`src/rtl/wb_crossbar_pkg.sv`:
```
`default_nettype none
// ----------------------------------------------------------------------------
// wb_crossbar_pkg : arbiter state type, Wishbone CTI/BTE codes, address decode
// Rev 1.0
// ----------------------------------------------------------------------------
package wb_crossbar_pkg;

  localparam int c_MAX_SLAVES = 16;
  localparam int c_MAX_AW     = 64;

  typedef enum logic [0:0] {
    ARB_IDLE  = 1'b0,
    ARB_OWNED = 1'b1
  } arb_state_e;

  localparam logic [2:0] c_CTI_CLASSIC = 3'b000;
  localparam logic [2:0] c_CTI_CONST   = 3'b001;
  localparam logic [2:0] c_CTI_INCR    = 3'b010;
  localparam logic [2:0] c_CTI_EOB     = 3'b111;
  localparam logic [1:0] c_BTE_LINEAR  = 2'b00;
  localparam logic [1:0] c_BTE_WRAP4   = 2'b01;

  typedef struct packed {
    logic       valid;
    logic [3:0] idx;
  } dec_t;

  typedef logic [c_MAX_SLAVES-1:0][c_MAX_AW-1:0] range_vec_t;

  // Scans from the top so the lowest matching slave index is the one kept.
  function automatic dec_t wb_decode(input logic [c_MAX_AW-1:0] adr,
                                     input range_vec_t          base,
                                     input range_vec_t          limit,
                                     input int                  n_slaves);
    dec_t d;
    d = '0;
    for (int k = c_MAX_SLAVES - 1; k >= 0; k--) begin
      if (k < n_slaves && adr >= base[k] && adr <= limit[k]) begin
        d.valid = 1'b1;
        d.idx   = 4'(k);
      end
    end
    return d;
  endfunction

endpackage
`default_nettype wire

```
`src/rtl/wb_crossbar_rr_arb.sv`:
```
`default_nettype none
// ----------------------------------------------------------------------------
// wb_crossbar_rr_arb : per-slave round-robin arbiter; watchdog under WB_CROSSBAR_TIMEOUT_EN
// Rev 1.0
// ----------------------------------------------------------------------------
module wb_crossbar_rr_arb
  import wb_crossbar_pkg::*;
#(
  parameter int  N_MASTERS      = 2,
  parameter int  TIMEOUT_CYCLES = 256,
  localparam int c_MW           = (N_MASTERS > 1) ? $clog2(N_MASTERS) : 1
) (
  input  logic                 clk,
  input  logic                 rst,
  input  logic [N_MASTERS-1:0] i_req,
  input  logic [N_MASTERS-1:0] i_cyc,
  input  logic [N_MASTERS-1:0] i_stb,
  input  logic                 i_s_ack,
  input  logic                 i_s_err,
  output logic                 o_owned,
  output logic                 o_grant,
  output logic                 o_timeout,
  output logic [c_MW-1:0]      o_owner
);

  arb_state_e      r_state, w_state_nxt;
  logic [c_MW-1:0] r_owner, w_owner_nxt;
  logic [c_MW-1:0] r_last, w_last_nxt;
  logic [c_MW-1:0] w_pick, w_cand;
  logic            w_pick_vld;
  logic            r_rdy;
  logic            w_tmo;

  // Highest offset first so the candidate nearest to last_grant+1 wins.
  always_comb begin
    w_pick_vld = 1'b0;
    w_pick     = r_last;
    w_cand     = r_last;
    for (int i = N_MASTERS; i >= 1; i--) begin
      w_cand = c_MW'((int'(r_last) + i) % N_MASTERS);
      if (i_req[w_cand]) begin
        w_pick_vld = 1'b1;
        w_pick     = w_cand;
      end
    end
  end

  always_comb begin
    w_state_nxt = r_state;
    w_owner_nxt = r_owner;
    w_last_nxt  = r_last;
    case (r_state)
      ARB_IDLE: begin
        if (r_rdy && w_pick_vld) begin
          w_state_nxt = ARB_OWNED;
          w_owner_nxt = w_pick;
        end
      end
      ARB_OWNED: begin
        if (!i_cyc[r_owner] || w_tmo) begin
          w_state_nxt = ARB_IDLE;
          w_last_nxt  = r_owner;
        end
      end
      default: w_state_nxt = ARB_IDLE;
    endcase
  end

  // r_rdy holds off granting for one edge after reset is released.
  always_ff @(posedge clk or posedge rst) begin
    if (rst) begin
      r_state <= ARB_IDLE;
      r_owner <= '0;
      r_last  <= c_MW'(N_MASTERS - 1);
      r_rdy   <= 1'b0;
    end else begin
      r_state <= w_state_nxt;
      r_owner <= w_owner_nxt;
      r_last  <= w_last_nxt;
      r_rdy   <= 1'b1;
    end
  end

`ifdef WB_CROSSBAR_TIMEOUT_EN
  localparam int c_TW = $clog2(TIMEOUT_CYCLES + 1);
  logic [c_TW-1:0] r_cnt;

  assign w_tmo = (r_state == ARB_OWNED) && i_cyc[r_owner] &&
                 (r_cnt == c_TW'(TIMEOUT_CYCLES));

  always_ff @(posedge clk or posedge rst) begin
    if (rst)
      r_cnt <= '0;
    else if (r_state != ARB_OWNED || w_tmo || i_s_ack || i_s_err)
      r_cnt <= '0;
    else if (i_stb[r_owner])
      r_cnt <= r_cnt + 1'b1;
  end
`else
  logic w_unused_tmo;
  assign w_tmo        = 1'b0;
  assign w_unused_tmo = ^{i_stb, i_s_ack, i_s_err, TIMEOUT_CYCLES[0]};
`endif

  assign o_owned   = (r_state == ARB_OWNED);
  assign o_grant   = o_owned && !w_tmo;
  assign o_timeout = w_tmo;
  assign o_owner   = r_owner;

endmodule
`default_nettype wire

```
`src/rtl/wb_crossbar_rr.sv`:
```
`default_nettype none
// ----------------------------------------------------------------------------
// wb_crossbar_rr : N x M Wishbone crossbar, per-slave round-robin arbitration
// Rev 1.0 -- define WB_CROSSBAR_TIMEOUT_EN to add per-slave watchdogs
// ----------------------------------------------------------------------------
module wb_crossbar_rr
  import wb_crossbar_pkg::*;
#(
  parameter int WB_ADDR_WIDTH  = 32,
  parameter int WB_DATA_WIDTH  = 32,
  parameter int N_MASTERS      = 2,
  parameter int N_SLAVES       = 2,
  parameter logic [2*N_SLAVES*WB_ADDR_WIDTH-1:0] ADDR_RANGES = '0,
  parameter int TIMEOUT_CYCLES = 256
) (
  input  logic                                 clk,
  input  logic                                 rst,
  input  logic [N_MASTERS*WB_ADDR_WIDTH-1:0]   m_adr,
  input  logic [N_MASTERS*WB_DATA_WIDTH-1:0]   m_dat_w,
  input  logic [N_MASTERS*WB_DATA_WIDTH/8-1:0] m_sel,
  input  logic [N_MASTERS*3-1:0]               m_cti,
  input  logic [N_MASTERS*2-1:0]               m_bte,
  input  logic [N_MASTERS-1:0]                 m_cyc,
  input  logic [N_MASTERS-1:0]                 m_stb,
  input  logic [N_MASTERS-1:0]                 m_we,
  output logic [N_MASTERS*WB_DATA_WIDTH-1:0]   m_dat_r,
  output logic [N_MASTERS-1:0]                 m_ack,
  output logic [N_MASTERS-1:0]                 m_err,
  output logic [N_SLAVES*WB_ADDR_WIDTH-1:0]    s_adr,
  output logic [N_SLAVES*WB_DATA_WIDTH-1:0]    s_dat_w,
  output logic [N_SLAVES*WB_DATA_WIDTH/8-1:0]  s_sel,
  output logic [N_SLAVES*3-1:0]                s_cti,
  output logic [N_SLAVES*2-1:0]                s_bte,
  output logic [N_SLAVES-1:0]                  s_cyc,
  output logic [N_SLAVES-1:0]                  s_stb,
  output logic [N_SLAVES-1:0]                  s_we,
  input  logic [N_SLAVES*WB_DATA_WIDTH-1:0]    s_dat_r,
  input  logic [N_SLAVES-1:0]                  s_ack,
  input  logic [N_SLAVES-1:0]                  s_err
);

  localparam int c_AW   = WB_ADDR_WIDTH;
  localparam int c_DW   = WB_DATA_WIDTH;
  localparam int c_SELW = WB_DATA_WIDTH / 8;
  localparam int c_MW   = (N_MASTERS > 1) ? $clog2(N_MASTERS) : 1;

  range_vec_t                          w_base, w_limit;
  dec_t                                w_dec [N_MASTERS];
  logic [N_SLAVES-1:0][N_MASTERS-1:0]  w_req;
  logic [N_MASTERS-1:0]                w_busy, w_unmapped, r_uerr;
  logic [N_SLAVES-1:0]                 w_owned, w_grant, w_tmo;
  logic [c_MW-1:0]                     w_owner [N_SLAVES];

  // Slave 0 occupies the most-significant {base,limit} pair.
  for (genvar k = 0; k < c_MAX_SLAVES; k++) begin : g_rng
    if (k < N_SLAVES) begin : g_map
      assign w_base[k]  = c_MAX_AW'(ADDR_RANGES[2*(N_SLAVES-k)*c_AW-1 -: c_AW]);
      assign w_limit[k] = c_MAX_AW'(ADDR_RANGES[(2*(N_SLAVES-k)-1)*c_AW-1 -: c_AW]);
    end else begin : g_unmap
      assign w_base[k]  = '0;
      assign w_limit[k] = '0;
    end
  end

  always_comb begin
    w_busy = '0;
    for (int k = 0; k < N_SLAVES; k++)
      for (int m = 0; m < N_MASTERS; m++)
        if (w_owned[k] && w_owner[k] == c_MW'(m)) w_busy[m] = 1'b1;
  end

  // An owning master is kept out of every other arbiter until its cyc drops.
  always_comb begin
    w_req      = '0;
    w_unmapped = '0;
    for (int m = 0; m < N_MASTERS; m++) begin
      w_dec[m] = wb_decode(c_MAX_AW'(m_adr[m*c_AW +: c_AW]), w_base, w_limit, N_SLAVES);
      if (m_cyc[m] && m_stb[m] && !w_busy[m]) begin
        if (w_dec[m].valid) begin
          for (int k = 0; k < N_SLAVES; k++)
            if (w_dec[m].idx == 4'(k)) w_req[k][m] = 1'b1;
        end else begin
          w_unmapped[m] = 1'b1;
        end
      end
    end
  end

  // Self-masking so a held unmapped strobe errors on alternate cycles only.
  always_ff @(posedge clk or posedge rst) begin
    if (rst) r_uerr <= '0;
    else     r_uerr <= w_unmapped & ~r_uerr;
  end

  for (genvar k = 0; k < N_SLAVES; k++) begin : g_arb
    wb_crossbar_rr_arb #(
      .N_MASTERS      (N_MASTERS),
      .TIMEOUT_CYCLES (TIMEOUT_CYCLES)
    ) u_arb (
      .clk       (clk),
      .rst       (rst),
      .i_req     (w_req[k]),
      .i_cyc     (m_cyc),
      .i_stb     (m_stb),
      .i_s_ack   (s_ack[k]),
      .i_s_err   (s_err[k]),
      .o_owned   (w_owned[k]),
      .o_grant   (w_grant[k]),
      .o_timeout (w_tmo[k]),
      .o_owner   (w_owner[k])
    );
  end

  always_comb begin
    s_adr   = '0;
    s_dat_w = '0;
    s_sel   = '0;
    s_cti   = '0;
    s_bte   = '0;
    s_cyc   = '0;
    s_stb   = '0;
    s_we    = '0;
    for (int k = 0; k < N_SLAVES; k++) begin
      if (w_grant[k]) begin
        s_adr[k*c_AW +: c_AW]       = m_adr[int'(w_owner[k])*c_AW +: c_AW];
        s_dat_w[k*c_DW +: c_DW]     = m_dat_w[int'(w_owner[k])*c_DW +: c_DW];
        s_sel[k*c_SELW +: c_SELW]   = m_sel[int'(w_owner[k])*c_SELW +: c_SELW];
        s_cti[k*3 +: 3]             = m_cti[int'(w_owner[k])*3 +: 3];
        s_bte[k*2 +: 2]             = m_bte[int'(w_owner[k])*2 +: 2];
        s_cyc[k]                    = m_cyc[w_owner[k]];
        s_stb[k]                    = m_stb[w_owner[k]];
        s_we[k]                     = m_we[w_owner[k]];
      end
    end
  end

  always_comb begin
    m_dat_r = '0;
    m_ack   = '0;
    m_err   = r_uerr;
    for (int k = 0; k < N_SLAVES; k++) begin
      if (w_grant[k]) begin
        m_dat_r[int'(w_owner[k])*c_DW +: c_DW] = s_dat_r[k*c_DW +: c_DW];
        m_ack[w_owner[k]] = s_ack[k];
        if (s_err[k]) m_err[w_owner[k]] = 1'b1;
      end
      if (w_tmo[k]) m_err[w_owner[k]] = 1'b1;
    end
  end

endmodule
`default_nettype wire

```
`config.mk`:
```
export PLATFORM = sky130hd
export DESIGN_NAME = wb_crossbar_rr
export DESIGN_NICKNAME = d
export VERILOG_FILES = /design/src/rtl/wb_crossbar_pkg.sv /design/src/rtl/wb_crossbar_rr_arb.sv /design/src/rtl/wb_crossbar_rr.sv
export SDC_FILE = /design/constraint.sdc
export NUM_CORES = 1
export LEC_CHECK = 0
export ABC_AREA = 1
export CAP_MARGIN = 10
export CORE_AREA = 2 2 174 176
export DETAILED_ROUTE_END_ITERATION = 8
export DIE_AREA = 0 0 176 178
export DONT_BUFFER_PORTS = 1
export GPL_TIMING_DRIVEN = 0
export PLACE_DENSITY = 0.33
export SYNTH_ARGS = -nofsm -noshare
export SYNTH_HDL_FRONTEND = slang
export SYNTH_SLANG_ARGS = --single-unit
```
`constraint.sdc`:
```
create_clock -name clk -period 1.38 [get_ports clk]
set_clock_uncertainty 0.2 [all_clocks]
set_input_delay 0.138 -clock clk [delete_from_list [all_inputs] [get_ports clk]]
set_output_delay 0.138 -clock clk [all_outputs]
set_load 0.01 [all_outputs]
```
* Yosys cells after proc, flatten, opt, wreduce, memory -nomap -nowiden
Cells that the tools add are included.
** Word-level totals
- Input port bits :: 222
- Register bits after elaboration :: 9
- Logic and storage cells :: 164
- Output and inout bits :: 220
** Cells by class
- Order comparisons :: 12
- Reduce and logical (&&, ||, !) cells :: 22
- Add/subtract/negate cells :: 6
- Multipliers :: 2
- Bitwise operators :: 12
- Muxes and demuxes :: 86
- Shift-type cells :: 14
- Equality and inequality tests :: 2
** Operators by type and width (number)
- indexed part select 64 x 7 -> 32 bit :: 4
- 2-to-1 mux 32 bit :: 4
- 2-to-1 mux 64 bit :: 2
- variable shift 32 x 33 -> 64 bit, first input constant :: 2
- indexed part select 32 x 33 -> 64 bit :: 2
- negator 6 -> 33 bit :: 2
- bitwise AND 64 bit :: 1
- bitwise mux 64 bit :: 1
- >= comparator 32 x 1 -> 1 bit, second input constant :: 2
- less-or-equal comparator 32 x 1 -> 1 bit, second input constant :: 2
- 2-to-1 mux 1 bit :: 60
- 2-to-1 mux 2 bit :: 8
- indexed part select 8 x 4 -> 4 bit :: 2
- logical AND 1 bit :: 14
- < comparator 1 x 2 -> 1 bit, second input constant :: 6
- indexed part select 6 x 4 -> 3 bit :: 2
- 2-to-1 mux 5 bit :: 2
- == test 4 x 1 -> 1 bit, second input constant :: 2
- logical NOT 4 bit :: 2
- 2-to-1 mux 4 bit :: 2
- AND reduction 2 bit :: 4
- indexed part select 4 x 3 -> 2 bit :: 2
- multiplier 1 x 2 -> 3 bit, second input constant :: 2
- 2-to-1 mux 3 bit :: 2
- 10 further kinds :: 24

* Depth between registers and ports, before layout
- Depth after elaboration :: 14
- Mapped depth :: 9
- Gate-level depth less buffers :: 9

* Modules after synthesis
Synthesis repeated with hierarchy kept, for this count alone.
** Second synthesis, totals
- Cell total of the unflattened synthesis :: 647
- Area, all modules :: 3598.5 sq um
** Modules (own cells, without submodules)
- wb_crossbar_rr :: area an instance 3138.0 sq um, cells each 575, instances 1, seq. area each 50.0 sq um
- wb_crossbar_rr_arb :: area an instance 230.2 sq um, cells each 36, instances 2, seq. area each 101.3 sq um

* Worst setup path after synthesis
OpenSTA, ideal clock, no wires.
- Kind :: flip-flop to output port
- Start :: reg g_arb[0].u_arb.r_owner
- End :: out m_ack[0]
- Slack :: -0.108 ns
- Path buffers :: 1
- Data required time :: 1.042 ns
- Stages on the path, launching flop included :: 5
- Arrival :: 1.150 ns
- Path through :: dfrtp_1 -> nor2_4 -> inv_2 -> buf_2 -> o31ai_1
** Between the ends
- Cells in the longest elaborated chain, start to end :: 8
- Elaborated cells between the ends (all ways) :: 9
- Those cells by class :: order compare: 2; mux: 5; bitwise: 1; reduce/logical: 1
** Ends and longest elaborated chain
- start: declaration :: line wb_crossbar_rr_arb.sv:27 : logic [c_MW-1:0] r_owner, w_owner_nxt;
- start signal: assignment :: line wb_crossbar_rr_arb.sv:78 : r_owner <= w_owner_nxt;
- < comparator 1 x 2 -> 1 bit (implied by the code) or >= comparator 1 bit (tied branches)
- logical AND 1 bit
- 2-to-1 mux 1 bit
- demux 1 bit (select 1 bit) *
- bitwise AND 2 bit (no line) *
- 2-to-1 mux 2 bit * :: line wb_crossbar_rr.sv:142 : if (w_grant[k]) begin
- bitwise mux 2 bit :: line wb_crossbar_rr.sv:144 : m_ack[w_owner[k]] = s_ack[k];
- 2-to-1 mux 2 bit * :: line wb_crossbar_rr.sv:142
- end: declaration :: line wb_crossbar_rr.sv:27 : output logic [N_MASTERS-1:0] m_ack,
Mark *: on every way between the ends. The rest lies on a longest branch, timed or not.

* Worst setup path in the final report
- Start :: reg g_arb[0].u_arb.r_owner
- End :: out m_dat_r[29]
** Between the ends
- Cells in the longest elaborated chain, start to end :: 6
- Elaborated cells between the ends (all ways) :: 7
- Those cells by class :: add/sub: 1; shift: 2; mux: 3; bitwise: 1
** Ends and longest elaborated chain
- negator 6 -> 33 bit * :: line wb_crossbar_rr.sv:143 : m_dat_r[int'(w_owner[k])*c_DW +: c_DW] = s_dat_r[k*c_DW +: c_DW];
- indexed part select 32 x 33 -> 64 bit or variable shift 32 x 33 -> 64 bit (tied branches) :: line wb_crossbar_rr.sv:143
- bitwise AND 64 bit (no line) *
- 2-to-1 mux 64 bit * :: line wb_crossbar_rr.sv:142
- bitwise mux 64 bit :: line wb_crossbar_rr.sv:143
- 2-to-1 mux 64 bit * :: line wb_crossbar_rr.sv:142
- end: declaration :: line wb_crossbar_rr.sv:26 : output logic [N_MASTERS*WB_DATA_WIDTH-1:0] m_dat_r,
Marked as above.

==> metrics.yaml <==
critical_path:
  ff2ff_path_depth: 6
  rr_endpoint: "g_arb[0].u_arb.o_grant"
  critPathKind: "reg -> out"
  r2r_setup_slack_ns: -0.09
  cp_data_arrival_time_ns: 1.52
  cpMaxStageDelayCell: "dfrtp_2"
  path_cells: "nor2_4 -> inv_6 -> buf_4 -> buf_12 -> o31ai_4"
  slowest_delay_ns: 0.43
  end_kind: "output port"
  cp-start-kind: "register"
  reg2reg_from: "g_arb[0].u_arb.o_owner"
  critical_path_peak_fanout: 10
  crit_family: "flip-flops"
  crit_start: "g_arb[0].u_arb.o_owner"
  required_ns: 1.04
  cp_num_buf_inv: 3
synthesis:
  yosys.area.top_type: "nand2_1"
  syn_avg_cell_area_um2: 4.59
  synthTopCellsByArea: "nand2_1 34%, inv_1 16%, nand3_1 12%"
  synth_area_um2: 3010
  synth_top_area_share_pct: 33.9
  ys_seq_area_share_pct: 5.86
  synth.ff_latch_count: 7
  synth_nets: 877
  ys_warn_count: 0
  synthCells: 655
  synth_cell_type_count: 20
clock_tree:
  cts_tree: "done"
  cts_buffers: 3
  insertion_delay_ns: 0.23
  clk_pin_slew_ns: 0.04
  clockRootBuffer: "clkbuf_16"
  cts-htree-levels: 1
  cts.sinks: 7
  clockBufferDepth: 2
timing:
  setup_slack_ns: -0.480
  tns_ns: -70.26
  whs_ns: 0.137
  setup_violations: 223
  max_freq_mhz: 538
  min_period_over_period_pct: 135
  fin_crit_ns: 1.86
  slew_violations: 0
  grt_setup_unrepaired: "yes"
  hold_viol_final: 0
layout:
  mostFrequentLayoutCells: "108 x nand2_1, 95 x nand2_4, 70 x nand3_1"
  layout-drive-gt1-share_pct: 60.6
  final_common_cell: "nand2_1"
  nFillCells: 3340
  syn_to_final_growth_pct: 112
  final_nets: 928
  final_cells: 1095
  num_antenna_cells: 0
global_route:
  grt_overflow: 0
  grt_pass1_vias: 4396
  grt_pass1_wl_mm: 29.5
  antenna_found_initial: 1
  grt_max_degree: 11
  grt_usage_pct: 13.0
routing:
  final_antenna_net_count: 0
  vias_per_cell: 4.14
  first_iter_violations: 177
  vias: 4533
  drt_drc_violations_left: 0
  drt-pass1-iter-count: 5
  routedWlPerCell_um: 20.6
  wl_mm: 22.6
die:
  die_w_um: 176
  rows: 63
  ios: 442
  fp.dieArea_um2: 31300
  start_util_pct: 10.2
  core_area_um2: 29400
  die_h_um: 178
run:
  cap_violations: 0
place:
  gp_congestion: 0.834
  dp_hpwl_mm: 17.4
  portBuffers: 0
  dp_cells: 1045
  preCtsSetupSlack_ns: -0.830
pwr:
  power_leakage_uw: 0.00340
  power.density_nw_per_um2: 144
  peakVddDrop_mv: 0.363
min_path:
  min_path_type: "in -> async"
outcome:
  status: "finished, violations left"
  violations: "setup timing"
-- metal layers --
layer  share of wire (%)  routed length [µm]  GRT usage, %  up-vias
met3                 5.7                1300          1.90       25
li1                    -                   -             -     2072
met2                  52               11700          23.5      276
met5                   0                   0             0        -
met4                 2.5                 576          3.96        0
met1                  40                9030          15.8     2160
-- worst reg2reg max path, stage by stage, from the launching register on --
cell and delay, ns:
dfrtp_2 0.43, buf_4 0.14, buf_4 0.13, inv_1 0.06, nor2_2 0.05, nor3_4 0.23, nand3b_1 0.16
-- cell type report --
cell class                      instances  area (µm²)  area share, %
Buffer                                 44         656           10.3
Clock buffer                            3        75.1           1.18
Clock inverter                          1        5.00         0.0784
Inverter                              129         557           8.72
Multi-Input combinational cell        472        3710           58.1
Sequential cell                         7         179           2.80
Tap cell                              390         488           7.64
Timing Repair Buffer                   49         719           11.3
-- where the power goes --
group | internal (µW) | switching [µW] | leakage (µW) | total (µW)
combinational | 49.6 | 149 | 0.00328 | 198
sequential | 211 | 3.39 | 0.0000868 | 214
clock | 381 | 123 | 0.0000409 | 505
total | 642 | 275 | 0.00340 | 917
-- sequential cells by signal (all words and copies together), names as in the netlist --
register and count:
g_arb.u_arb.o_grant 2, r_uerr 2, g_arb.u_arb.o_owner 1, g_arb.u_arb.r_last 1, g_arb.u_arb.r_rdy 1
-- kinds of logic after synthesis --
| family | synth area share [%] |
|---|---|
| buf+inv | 23.5 |
| simple gates | 56.4 |
| flops | 5.86 |
| other cells | 0.125 |
| compound gates | 14.1 |
-- per-stage QoR --
step                area (µm²)  util, %  power, µW
global placement          3860     13.1        353
finish                    6390     21.7        917
floorplan                 3380        -        316
global route              6390     21.7        966
CTS                       5880     20.0        925
detailed placement        3860     13.1        353
-- Yosys cell counts --
cell      instances
a21oi_1           1
buf_1             5
buf_2            32
buf_4             2
clkbuf_1          8
conb_1            1
dfrtp_1           6
dfstp_2           1
inv_1           127
inv_2             2
nand2_1         272
nand3_1          72
nand3b_1          2
nor2_1           73
nor2_4            1
nor3_1            2
nor4_1            1
o21ai_0          14
o31ai_1          13
o31ai_2          20
-- worst max path at each step --
| stage | endpoint | slack [ns] | depth (start not counted) |
|---|---|---|---|
| 6_report | m_dat_r[29] | -0.48 | 5 |
| 5_1_grt | m_dat_r[29] | -0.53 | 5 |
| 4_1_cts | m_dat_r[10] | -0.49 | 5 |
| 3_5_place_dp | s_adr[28] | -0.83 | 4 |
| 3_3_place_gp | s_adr[28] | -0.81 | 4 |
| 2_1_floorplan | s_adr[25] | -0.009 | 6 |
-- repair_timing --
item | 4_1_cts | 5_1_grt
endpoints found under the setup margin | 226 | 224
pin swaps | 18 | 29
cloned | 11 | 2
buffers inserted | 29 | 8
resized for setup | 447 | 177
hold buffers | 5 | 0
hold endpoints to repair | 11 | 0
No activity file was read; power rests on OpenSTA's default activity.
